**config.mk**
```make
export PLATFORM = sky130hd
export DESIGN_NAME = spi_host_ctrl
export DESIGN_NICKNAME = d
export VERILOG_FILES = /design/src/rtl/spi_host_ctrl.sv
export SDC_FILE = /design/constraint.sdc
export NUM_CORES = 1
export LEC_CHECK = 0
export ABC_AREA = 1
export CAP_MARGIN = 20
export CORE_MARGIN = 4
export CORE_UTILIZATION = 55
export DETAILED_ROUTE_END_ITERATION = 16
export PLACE_DENSITY_LB_ADDON = 0.05
export SLEW_MARGIN = 40
export SYNTH_ARGS = -nofsm -noshare
export SYNTH_HDL_FRONTEND = slang
export SYNTH_SLANG_ARGS = --single-unit
```
**constraint.sdc**
```tcl
create_clock -name clk -period 2.8 [get_ports clk]
set_clock_uncertainty 0.15 [all_clocks]
set_input_delay 0.28 -clock clk [delete_from_list [all_inputs] [get_ports clk]]
set_output_delay 0.28 -clock clk [all_outputs]
set_load 0.1 [all_outputs]
```
**src/rtl/spi_host_ctrl.sv**
```systemverilog
// spi_host_ctrl: SPI mode-0 host issuing single-register write/read frames
// (8-bit command + WIDTH data bits, MSB first) from a valid/ready request.
module spi_host_ctrl #(
  parameter int WIDTH      = 8,
  parameter int ADDR_WIDTH = 3,
  parameter int CLK_DIV    = 4
) (
  input  logic                  clk,
  input  logic                  rstb,
  input  logic                  ena,
  input  logic                  req_valid,
  output logic                  req_ready,
  input  logic                  req_write,
  input  logic [ADDR_WIDTH-1:0] req_addr,
  input  logic [WIDTH-1:0]      req_wdata,
  output logic                  rsp_valid,
  output logic [WIDTH-1:0]      rsp_rdata,
  output logic                  busy,
  output logic                  spi_cs_n,
  output logic                  spi_clk,
  output logic                  spi_mosi,
  input  logic                  spi_miso
);
  localparam int N  = 8 + WIDTH;
  localparam int BW = $clog2(N);
  localparam logic [BW-1:0] LAST_BIT = BW'(N - 1);
  localparam logic [7:0]    DIV_END  = 8'(CLK_DIV - 1);
  localparam logic [7:0]    GAP_END  = 8'(CLK_DIV - 2);

  typedef enum logic [2:0] {IDLE, SETUP, SHIFT, DONE, GAP} state_t;

  state_t          state_q, state_d;
  logic [7:0]      div_q, div_d;
  logic [BW-1:0]   bit_q, bit_d;
  logic [N-1:0]    sh_q, sh_d;
  logic [WIDTH-1:0] rdata_q, rdata_d;
  logic            write_q, write_d;
  logic            cs_n_q, cs_n_d;
  logic            sclk_q, sclk_d;
  logic            mosi_q, mosi_d;
  logic            tick;

  assign tick      = div_q == DIV_END;
  assign req_ready = state_q == IDLE;
  assign busy      = state_q != IDLE;
  assign rsp_valid = (state_q == DONE) && ena;
  assign rsp_rdata = rdata_q;
  assign spi_cs_n  = cs_n_q;
  assign spi_clk   = sclk_q;
  assign spi_mosi  = mosi_q;

  always_comb begin
    state_d = state_q;
    div_d   = div_q;
    bit_d   = bit_q;
    sh_d    = sh_q;
    rdata_d = rdata_q;
    write_d = write_q;
    cs_n_d  = cs_n_q;
    sclk_d  = sclk_q;
    mosi_d  = mosi_q;
    if (ena) begin
      div_d = tick ? 8'd0 : div_q + 8'd1;
      case (state_q)
        IDLE: begin
          div_d = 8'd0;
          if (req_valid) begin
            state_d = SETUP;
            sh_d    = {req_write, 7'(req_addr), req_wdata & {WIDTH{req_write}}};
            write_d = req_write;
            cs_n_d  = 1'b0;
            mosi_d  = req_write;
            bit_d   = '0;
          end
        end
        SETUP: begin
          if (tick) begin
            state_d = SHIFT;
            sclk_d  = 1'b1;
          end
        end
        SHIFT: begin
          // Falling edge both samples miso and launches the next mosi bit
          if (tick && sclk_q) begin
            sclk_d = 1'b0;
            sh_d   = {sh_q[N-2:0], spi_miso};
            mosi_d = (bit_q == LAST_BIT) ? 1'b0 : sh_q[N-2];
          end else if (tick) begin
            if (bit_q == LAST_BIT) begin
              state_d = DONE;
              cs_n_d  = 1'b1;
              rdata_d = write_q ? rdata_q : sh_q[WIDTH-1:0];
            end else begin
              sclk_d = 1'b1;
              bit_d  = bit_q + BW'(1);
            end
          end
        end
        DONE: begin
          state_d = GAP;
          div_d   = 8'd0;
        end
        GAP: begin
          // DONE plus GAP keep cs_n high for CLK_DIV cycles before IDLE
          if (div_q == GAP_END) begin
            state_d = IDLE;
            div_d   = 8'd0;
          end
        end
        default: state_d = IDLE;
      endcase
    end
  end

  always_ff @(posedge clk or negedge rstb) begin
    if (!rstb) begin
      state_q <= IDLE;
      div_q   <= '0;
      bit_q   <= '0;
      sh_q    <= '0;
      rdata_q <= '0;
      write_q <= 1'b0;
      cs_n_q  <= 1'b1;
      sclk_q  <= 1'b0;
      mosi_q  <= 1'b0;
    end else begin
      state_q <= state_d;
      div_q   <= div_d;
      bit_q   <= bit_d;
      sh_q    <= sh_d;
      rdata_q <= rdata_d;
      write_q <= write_d;
      cs_n_q  <= cs_n_d;
      sclk_q  <= sclk_d;
      mosi_q  <= mosi_d;
    end
  end
endmodule

```
==> impl_metrics.tcl, run 1 <==
set metrics [dict create \
    grt_max_degree 43 \
    numClockSinks 42 \
    switching_share_pct 44.3 \
    root_buffer "clkbuf_8" \
    initial_core_util_pct 57.5 \
    grt-ovfl-total 0 \
    fp.dieArea_um2 5310 \
    wl_mm 4.34 \
    syn_avg_cell_area_um2 8.51 \
    netlist_top_cells_area "dfrtp_1, nand2_1, o21ai_2, nand3_1, inv_1" \
    drtPass1Iterations 4 \
    status "completed" \
    cts_tree "done" \
    crit_chain "nor2_4, nand2_4, nor2_4, nand4_2, nand2_1, o21ai_2" \
    die_w_um 72.9 \
    finalSetupViolations 0 \
    detail_route.vias_per_cell 5.07 \
    num-fill-cells 353 \
    path_buf_inv 0 \
    maxCapViolCount 0 \
    worst_slew_pin_slew_ns 0.527 \
    ys_warn_count 0 \
    hold_path.class "reg -> reg" \
    cts_max_level 2 \
    cts_setup_buffers 0 \
    cpMostUsedCell "nor2_4" \
    synth.distinct_cells 35 \
    cts_buffer_depth 2 \
    cp.arrival_ns 2.00 \
    dr_total_vias 1796 \
    nNetsFinal 324 \
    leakage_nw 1.29 \
    io_buffers 30 \
    synth_top_area_share_pct 44.3 \
    synth_cells 272 \
    rsz0062_at_grt "no" \
    ys_seq_area_share_pct 45.5 \
    timing.fmax_mhz 507 \
    clkPwrFrac_pct 20.6 \
    drive_above_1_share_pct 24.3 \
    syn-num-nets 292 \
    ioPinCount 31 \
    core_um2 4030 \
    cts.clk_slew.worst_paths_ns 0.08 \
    critical_path.slowest_cell "dfrtp_1" \
    switching_power_w 0.00106 \
    timing.final.crit_share_pct 70.5 \
    place_congestion 0.876 \
    seq_area_um2 1050 \
    synth_top_area_cell "dfrtp_1" \
    total_power_w 0.00238 \
    startpoint_type "flop" \
    cts-resized-gates 0 \
    p_per_area_nw_per_um2 876 \
    cts_buffers 5 \
    antenna_cells 0 \
    first_global_vias 1675 \
    max-slew-margin-rel_pct 64.9 \
    synth_edf_count 0 \
    netlist_area_um2 2310 \
    final_common_cell "nand2_1" \
    worstPathRequired_ns 2.83 \
    ant_nets 0 \
    p_int_w 0.00132 \
    end_kind "flop" \
    post_drt_wl_per_cell_um 12.3 \
    p_comb_share_pct 44.8 \
    drt_iter0_markers 136 \
    crit_family "simple AND/OR/NAND/NOR gates" \
    final.setup.tns_ns 0 \
    ys_ff_latch 42 \
    synthFlopType "dfrtp_1" \
    slew_violations 0 \
    layout_min_cycle_time_ns 1.97 \
    fp.dieH_um 72.9 \
    finalCoreUtilization_pct 67.4 \
    grt_usage_pct 18.6 \
    layout_common_cells "nand2_1, dfrtp_1, inv_1, nand3_1, o21ai_2" \
    synthToLayoutAreaGrowth_pct 17.3 \
    placementRows 23 \
    worstSetupPathType "reg -> reg" \
    grt_pass1_wl_mm 7.65 \
    dpl.hpwl_mm 3.12 \
    antenna_found_initial 0 \
    hold_viol_final 0 \
    drc 0 \
    critPathMaxStageDelay_ns 0.46 \
    multi_input_area_um2 1070 \
    insertion_delay_ns 0.29 \
    async_reset_ff_share_pct 100 \
    crit_fanout 27 \
    vdd_drop_max_uv 495 \
    sequentialPowerShare_pct 34.6 \
]
power by group through the flow:
stage | Combinational [W] | Clock [W] | Sequential (W)
floorplan | 0.000828 | 0 | 0.000900
finish | 0.00107 | 0.000490 | 0.000824
global placement | 0.00107 | 0 | 0.000831
CTS | 0.00108 | 0.000503 | 0.000823
global route | 0.00119 | 0.000524 | 0.000837
detailed placement | 0.00107 | 0 | 0.000835
state kept, by name, summed over array words and instances (netlist names):
register,count
sh_q,15
div_q,8
rsp_rdata,8
bit_q,4
state_q,3
spi_clk,1
spi_cs_n,1
spi_mosi,1
write_q,1
through the flow:
| stage | hold slack (ns) | setup slack [ns] | cells | instance area (um^2) |
|---|---|---|---|---|
| after floorplan | -0.166 | 0.481 | 272 | 2310 |
| after global placement | 0.302 | 0.835 | 346 | 2590 |
| after detailed placement | 0.153 | 0.774 | 346 | 2590 |
| after CTS | 0.317 | 0.808 | 354 | 2720 |
| after global routing | 0.324 | 0.624 | 354 | 2720 |
| final | 0.318 | 0.826 | 354 | 2720 |
cells by family after synthesis:
group,share of synthesized area (%)
xor+xnor,1.14
flops,45.5
mux,0.486
simple gates,30.0
buf+inv,8.11
fa+ha+maj,1.62
compound gates,13.2
final cells by class:
cell class | instances | area share, %
Clock buffer | 6 | 3.04
Clock inverter | 1 | 1.11
Inverter | 30 | 4.42
Multi-Input combinational cell | 193 | 39.6
Sequential cell | 42 | 38.8
Tap cell | 50 | 2.30
Timing Repair Buffer | 32 | 10.8
Yosys cell counts (2+ instances only):
cell	count
inv_2	2
nand2_2	14
ha_1	3
inv_1	26
a21oi_1	6
clkbuf_1	3
o21ai_2	17
nor2_2	2
o21ai_0	15
nand2_4	2
xor2_1	3
o21ai_1	7
dfrtp_1	41
nand3_1	22
nand2_1	69
nor2_1	16
nor2_4	4
buf_12	2
or2_2	2
routing by layer:
metal	GRT usage (%)	vias to the layer above	wire, um
met5	0	-	0
met3	3.44	5	160
met4	6.76	0	47
met1	26.8	827	2190
li1	-	938	-
met2	28.1	26	1950
repair_timing:
action / 4_1_cts / 5_1_grt
hold endpoints to repair: 41 / 0
setup endpoints to repair: 0 / 0
hold buffers: 1 / 0
worst min-delay path: stages, from the launching register on:
cell,delay (ns)
dfstp_2,0.37
nand2_1,0.05
nand2_1,0.04
path summary, 6_finish.rpt:
kind / cells after the start / end / slack (ns) / start
setup / recovery: 6 / rsp_rdata[1]$_DFFE_PN0P_ / 0.83 / state_q[0]$_DFFE_PN0P_
hold reg to reg: 2 / spi_cs_n$_DFFE_PN1P_ / 0.32 / spi_cs_n$_DFFE_PN1P_
setup reg to reg: 6 / rsp_rdata[1]$_DFFE_PN0P_ / 0.83 / state_q[0]$_DFFE_PN0P_
hold / removal: 2 / spi_cs_n$_DFFE_PN1P_ / 0.32 / spi_cs_n$_DFFE_PN1P_
max in group asynchronous: 2 / spi_cs_n$_DFFE_PN1P_ / 1.78 / rstb
min in group asynchronous: 2 / bit_q[1]$_DFFE_PN0P_ / 0.36 / rstb
Note: power is estimated with default switching activity, not from simulation.
==> run 2, diff against run 1 <==
--- a/config.mk
+++ b/config.mk
@@ -8,7 +8,7 @@
 export ABC_AREA = 1
 export CAP_MARGIN = 20
 export CORE_MARGIN = 4
-export CORE_UTILIZATION = 55
+export CORE_UTILIZATION = 49
 export DETAILED_ROUTE_END_ITERATION = 16
 export PLACE_DENSITY_LB_ADDON = 0.05
 export SLEW_MARGIN = 40
==> constraint.sdc (replaced) <==
create_clock -name clk -period 1.7 [get_ports clk]
set_clock_uncertainty 0.15 [all_clocks]
set_input_delay 0.17 -clock clk [delete_from_list [all_inputs] [get_ports clk]]
set_output_delay 0.17 -clock clk [all_outputs]
set_load 0.1 [all_outputs]
==> impl_metrics.tcl, run 2 (synthesized netlist as in run 1, its figures left out) <==
set metrics [dict create \
    drive_above_1_share_pct 37.3 \
    initial_core_util_pct 51.7 \
    grt_usage_pct 16.5 \
    worst_slew_pin_slew_ns 0.466 \
    hold_path.class "in -> reg" \
    hold_viol_final 0 \
    status "completed" \
    insertion_delay_ns 0.29 \
    core_um2 4470 \
    vdd_drop_max_uv 984 \
    numClockSinks 42 \
    crit_fanout 22 \
    cp.arrival_ns 1.68 \
    place_area_um2 2980 \
    rsz0062_at_grt "yes" \
    critical_path.slowest_cell "dfrtp_2" \
    timing.final.crit_share_pct 96.3 \
    largest_register_ffs 15 \
    leakage_nw 1.49 \
    nNetsFinal 351 \
    fp.dieArea_um2 5890 \
    finalSetupViolations 0 \
    worstSetupPathType "reg -> reg" \
    maxCapViolCount 0 \
    crit_chain "buf_4, nor2_4, nand2_4, buf_4, nand3_1, o21ai_0, nand2_2, o21ai_2" \
    p_per_area_nw_per_um2 1420 \
    ioPinCount 31 \
    largest_register "sh_q" \
    fin_hold_ws_ns 0.191 \
    root_buffer "clkbuf_8" \
    first_global_vias 1723 \
    io_buffers 30 \
    cts_buffers 5 \
    cts_buffer_depth 2 \
    final_common_cell "nand2_1" \
    total_power_w 0.00457 \
    drt_iter0_markers 124 \
    worstPathRequired_ns 1.74 \
    cts_max_level 2 \
    layout_min_cycle_time_ns 1.64 \
    dr_total_vias 1914 \
    placementRows 24 \
    antenna_cells 0 \
    end_kind "flop" \
    die_w_um 76.7 \
    fp.dieH_um 76.7 \
    detail_route.vias_per_cell 4.98 \
    drtPass1Iterations 4 \
    ant_nets 0 \
    max-slew-margin-rel_pct 69.0 \
    slew_violations 0 \
    drc 0 \
    synthToLayoutAreaGrowth_pct 39.5 \
    dpl.hpwl_mm 3.39 \
    startpoint_type "flop" \
    grt_max_degree 24 \
    grt_pass1_wl_mm 7.84 \
    cts_tree "done" \
    post_drt_wl_per_cell_um 12.4 \
    timing.fmax_mhz 611 \
    grt-ovfl-total 0 \
    antenna_found_initial 0 \
    cpMostUsedCell "buf_4" \
    layout_common_cells "nand2_1, dfrtp_1, inv_1, buf_4, nand3_1" \
    final_area_um2 3230 \
    place_congestion 0.865 \
    wl_mm 4.78 \
    cts.clk_slew.worst_paths_ns 0.08 \
    critPathMaxStageDelay_ns 0.43 \
]
-- run 2: cell types whose count changed in the layout (fill, tap and decap cells not counted), moves of 3 or more --
cell	delta
inv_1	-3
nor2_1	-4
nand2_2	+5
dfrtp_2	+4
dfrtp_1	-4
buf_4	+8
nand2_1	-6
buf_12	+16
-- run 2: worst paths after layout --
kind | to | slack (ns) | startpoint | depth (start not counted)
max in group asynchronous | div_q[6]$_DFFE_PN0P_ | 0.71 | rstb | 3
setup / recovery | sh_q[5]$_DFFE_PN0P_ | 0.06 | state_q[0]$_DFFE_PN0P_ | 8
hold / removal | write_q$_DFFE_PN0P_ | 0.19 | ena | 3
setup reg to reg | sh_q[5]$_DFFE_PN0P_ | 0.06 | state_q[0]$_DFFE_PN0P_ | 8
min in group asynchronous | rsp_rdata[0]$_DFFE_PN0P_ | 0.20 | rstb | 2
hold reg to reg | sh_q[11]$_DFFE_PN0P_ | 0.33 | sh_q[11]$_DFFE_PN0P_ | 2
-- run 2: per-layer routing --
metal	global-route usage, %	part of all wire, %	wire length [um]
met5	0	0	0
met4	5.62	1.2	59
met3	3.51	3.1	147
met2	25.0	48	2300
met1	23.3	48	2270
-- run 2: worst max-delay path: cells and delay by family, from the launching register on --
family | cells | cell delay, ns
DFF | 1 | 0.43
and+or+nand+nor | 4 | 0.39
buffers and inverters | 2 | 0.38
AOI/OAI and AO/OA | 2 | 0.16
-- run 2: cell type report --
cell class                      instances  area [um^2]
Clock buffer                            6         72.6
Clock inverter                          2         37.5
Fill cell                             317         1250
Inverter                               30          134
Multi-Input combinational cell        193         1150
Sequential cell                        42         1060
Tap cell                               52         65.1
Timing Repair Buffer                   57          681
Timing Repair inverter                  2         31.3
-- run 2: per-stage QoR --
step                setup slack, ns  cells  util (%)  setup TNS [ns]
floorplan                    -0.242    272         -          -0.472
global placement           -0.00785    369      66.6         -0.0294
detailed placement          -0.0443    369      66.6          -0.220
CTS                          0.0203    378      69.3               0
global route                -0.0345    384      72.1          -0.643
finish                       0.0626    384      72.1               0
-- run 2: where the power goes --
part / total [W] / internal [W] / switching, W
clock network: 0.000793 / 0.000439 / 0.000354
logic: 0.00244 / 0.000940 / 0.00150
registers: 0.00134 / 0.00122 / 0.000127
total: 0.00457 / 0.00259 / 0.00198
-- run 2: timing repair --
item | CTS | global route
setup endpoints to repair | 0 | 38
buffers inserted | 0 | 4
resized for setup | 0 | 29
endpoints found under the hold margin | 18 | 0
hold buffers | 1 | 0
==> run 3, diff against run 2 <==
--- a/config.mk
+++ b/config.mk
@@ -8,7 +8,7 @@
 export ABC_AREA = 1
 export CAP_MARGIN = 20
 export CORE_MARGIN = 4
-export CORE_UTILIZATION = 49
+export CORE_UTILIZATION = 30
 export DETAILED_ROUTE_END_ITERATION = 16
 export PLACE_DENSITY_LB_ADDON = 0.05
 export SLEW_MARGIN = 40
==> impl_metrics.tcl, run 3 (synthesized netlist as in run 1, its figures left out) <==
set metrics [dict create \
    worstPathRequired_ns 1.74 \
    insertion_delay_ns 0.29 \
    cts_max_level 2 \
    finalCoreUtilization_pct 47.1 \
    timing.fmax_mhz 603 \
    detail_route.vias_per_cell 4.38 \
    core_um2 7370 \
    status "completed" \
    critPathMaxStageDelay_ns 0.45 \
    multi_input_area_um2 1190 \
    drive_above_1_share_pct 40.6 \
    root_buffer "clkbuf_8" \
    p_int_w 0.00279 \
    maxCapViolCount 0 \
    numClockSinks 42 \
    final_common_cell "nand2_1" \
    p_comb_share_pct 55.9 \
    dpl.hpwl_mm 3.77 \
    cts.clk_slew.worst_paths_ns 0.08 \
    die_w_um 95.8 \
    crit_family "simple AND/OR/NAND/NOR gates" \
    cts_tree "done" \
    placementRows 31 \
    clkPwrFrac_pct 16.2 \
    leakage_nw 1.60 \
    fin_hold_ws_ns 0.195 \
    switching_share_pct 42.7 \
    fp.dieH_um 95.8 \
    post_drt_wl_per_cell_um 12.2 \
    synthToLayoutAreaGrowth_pct 49.8 \
    fp.dieArea_um2 9190 \
    dr_total_vias 1953 \
    switching_power_w 0.00208 \
    vdd_drop_max_uv 610 \
    cts_buffers 5 \
    place_congestion 0.748 \
    grt-ovfl-total 0 \
    largest_register_ffs 15 \
    drt_iter0_markers 59 \
    final_area_um2 3470 \
    worst_slew_pin_slew_ns 0.411 \
    end_kind "flop" \
    num-fill-cells 769 \
    layout_min_cycle_time_ns 1.66 \
    wl_mm 5.45 \
    timing.final.crit_share_pct 97.6 \
    antenna_cells 0 \
    total_power_w 0.00487 \
    critical_path.slowest_cell "dfrtp_2" \
    seq_area_um2 1060 \
    initial_core_util_pct 31.4 \
    layout_common_cells "nand2_1, dfrtp_1, buf_4, inv_1, nand2_2" \
    max-slew-margin-rel_pct 72.6 \
    nNetsFinal 366 \
    cts_buffer_depth 2 \
    largest_register "sh_q" \
    antenna_found_initial 0 \
    first_global_vias 1892 \
    startpoint_type "flop" \
    ant_nets 0 \
    sequentialPowerShare_pct 27.9 \
    path_buf_inv 3 \
    grt_pass1_wl_mm 8.89 \
    worstSetupPathType "reg -> reg" \
    crit_chain "nor2_4, buf_6, nand2_8, nor2_4, nor2_8, nand3_4, buf_6, clkinv_8, nand2_1, o21ai_2" \
    grt_max_degree 29 \
    cp.arrival_ns 1.70 \
    place_area_um2 3090 \
    grt_usage_pct 12.3 \
    p_per_area_nw_per_um2 1400 \
    hold_path.class "in -> async" \
    finalSetupViolations 0 \
    hold_viol_final 0 \
    slew_violations 0 \
    rsz0062_at_grt "yes" \
    crit_fanout 6 \
    io_buffers 30 \
    drc 0 \
    drtPass1Iterations 4 \
    ioPinCount 31 \
]
## run 3: changes by cell type in the layout (fill, tap and decap cells not counted), moves of 2 or more
cell / before / now
nand2_1: 63 / 60
nand2_4: 2 / 4
clkinv_8: 0 / 2
buf_6: 0 / 6
buf_4: 23 / 30
nor2_4: 6 / 8
## run 3: through the flow
stage / worst slack [ns] / cells / TNS (ns)
after floorplan: -0.242 / 272 / -0.472
after global placement: 0.00852 / 420 / 0
after detailed placement: -0.0211 / 420 / -0.0727
after CTS: 0.000123 / 430 / 0
after global routing: -0.0888 / 446 / -1.15
final: 0.0408 / 446 / 0
## run 3: layer usage
layer  wire, um  global-route usage (%)  up-vias  part of all wire [%]
li1           -                       -     1021                     -
met1       2750                    18.0      904                    50
met2       2480                    18.2       26                    45
met3        192                    2.74        2                   3.5
met4         31                    3.20        0                  0.57
met5          0                       0        -                     0
## run 3: area by class of cell
type | count | area share (%)
flip-flops and latches | 42 | 30.5
clock inverters | 1 | 0.866
multi-input cells | 193 | 34.3
inverters | 30 | 3.93
repair inverters | 3 | 1.05
well taps | 99 | 3.57
clock buffers | 7 | 2.20
repair buffers | 71 | 23.6
## run 3: worst reg2reg max path, stage by stage (launching register included)
cell	delay, ns
dfrtp_2	0.45
nor2_4	0.14
buf_6	0.12
nand2_8	0.06
nor2_4	0.15
nor2_8	0.06
nand3_4	0.11
buf_6	0.13
clkinv_8	0.07
nand2_1	0.08
o21ai_2	0.05
## run 3: path summary, 6_finish.rpt
kind / from / end / slack, ns / depth (start not counted)
worst min-delay path: rstb / state_q[0]$_DFFE_PN0P_ / 0.20 / 2
min in group clk: sh_q[13]$_DFFE_PN0P_ / sh_q[13]$_DFFE_PN0P_ / 0.33 / 2
max in group asynchronous: rstb / spi_clk$_DFFE_PN0P_ / 0.70 / 3
worst min register to register: sh_q[13]$_DFFE_PN0P_ / sh_q[13]$_DFFE_PN0P_ / 0.33 / 2
worst max-delay path: state_q[0]$_DFFE_PN0P_ / sh_q[9]$_DFFE_PN0P_ / 0.04 / 10
worst max register to register: state_q[0]$_DFFE_PN0P_ / sh_q[9]$_DFFE_PN0P_ / 0.04 / 10
## run 3: power by group through the flow
stage / Clock [W] / Combinational [W] / Sequential (W)
3_3_place_gp: 0 / 0.00235 / 0.00137
6_report: 0.000786 / 0.00272 / 0.00136
3_5_place_dp: 0 / 0.00234 / 0.00137
5_1_grt: 0.000865 / 0.00297 / 0.00139
2_1_floorplan: 0 / 0.00144 / 0.00150
4_1_cts: 0.000818 / 0.00237 / 0.00136
## run 3: repair_timing
item / CTS / global route
pin swaps: 0 / 10
hold buffers: 1 / 0
resized for setup: 2 / 38
setup endpoints to repair: 10 / 40
hold endpoints to repair: 14 / 0
cloned: 0 / 3
setup buffers: 1 / 14
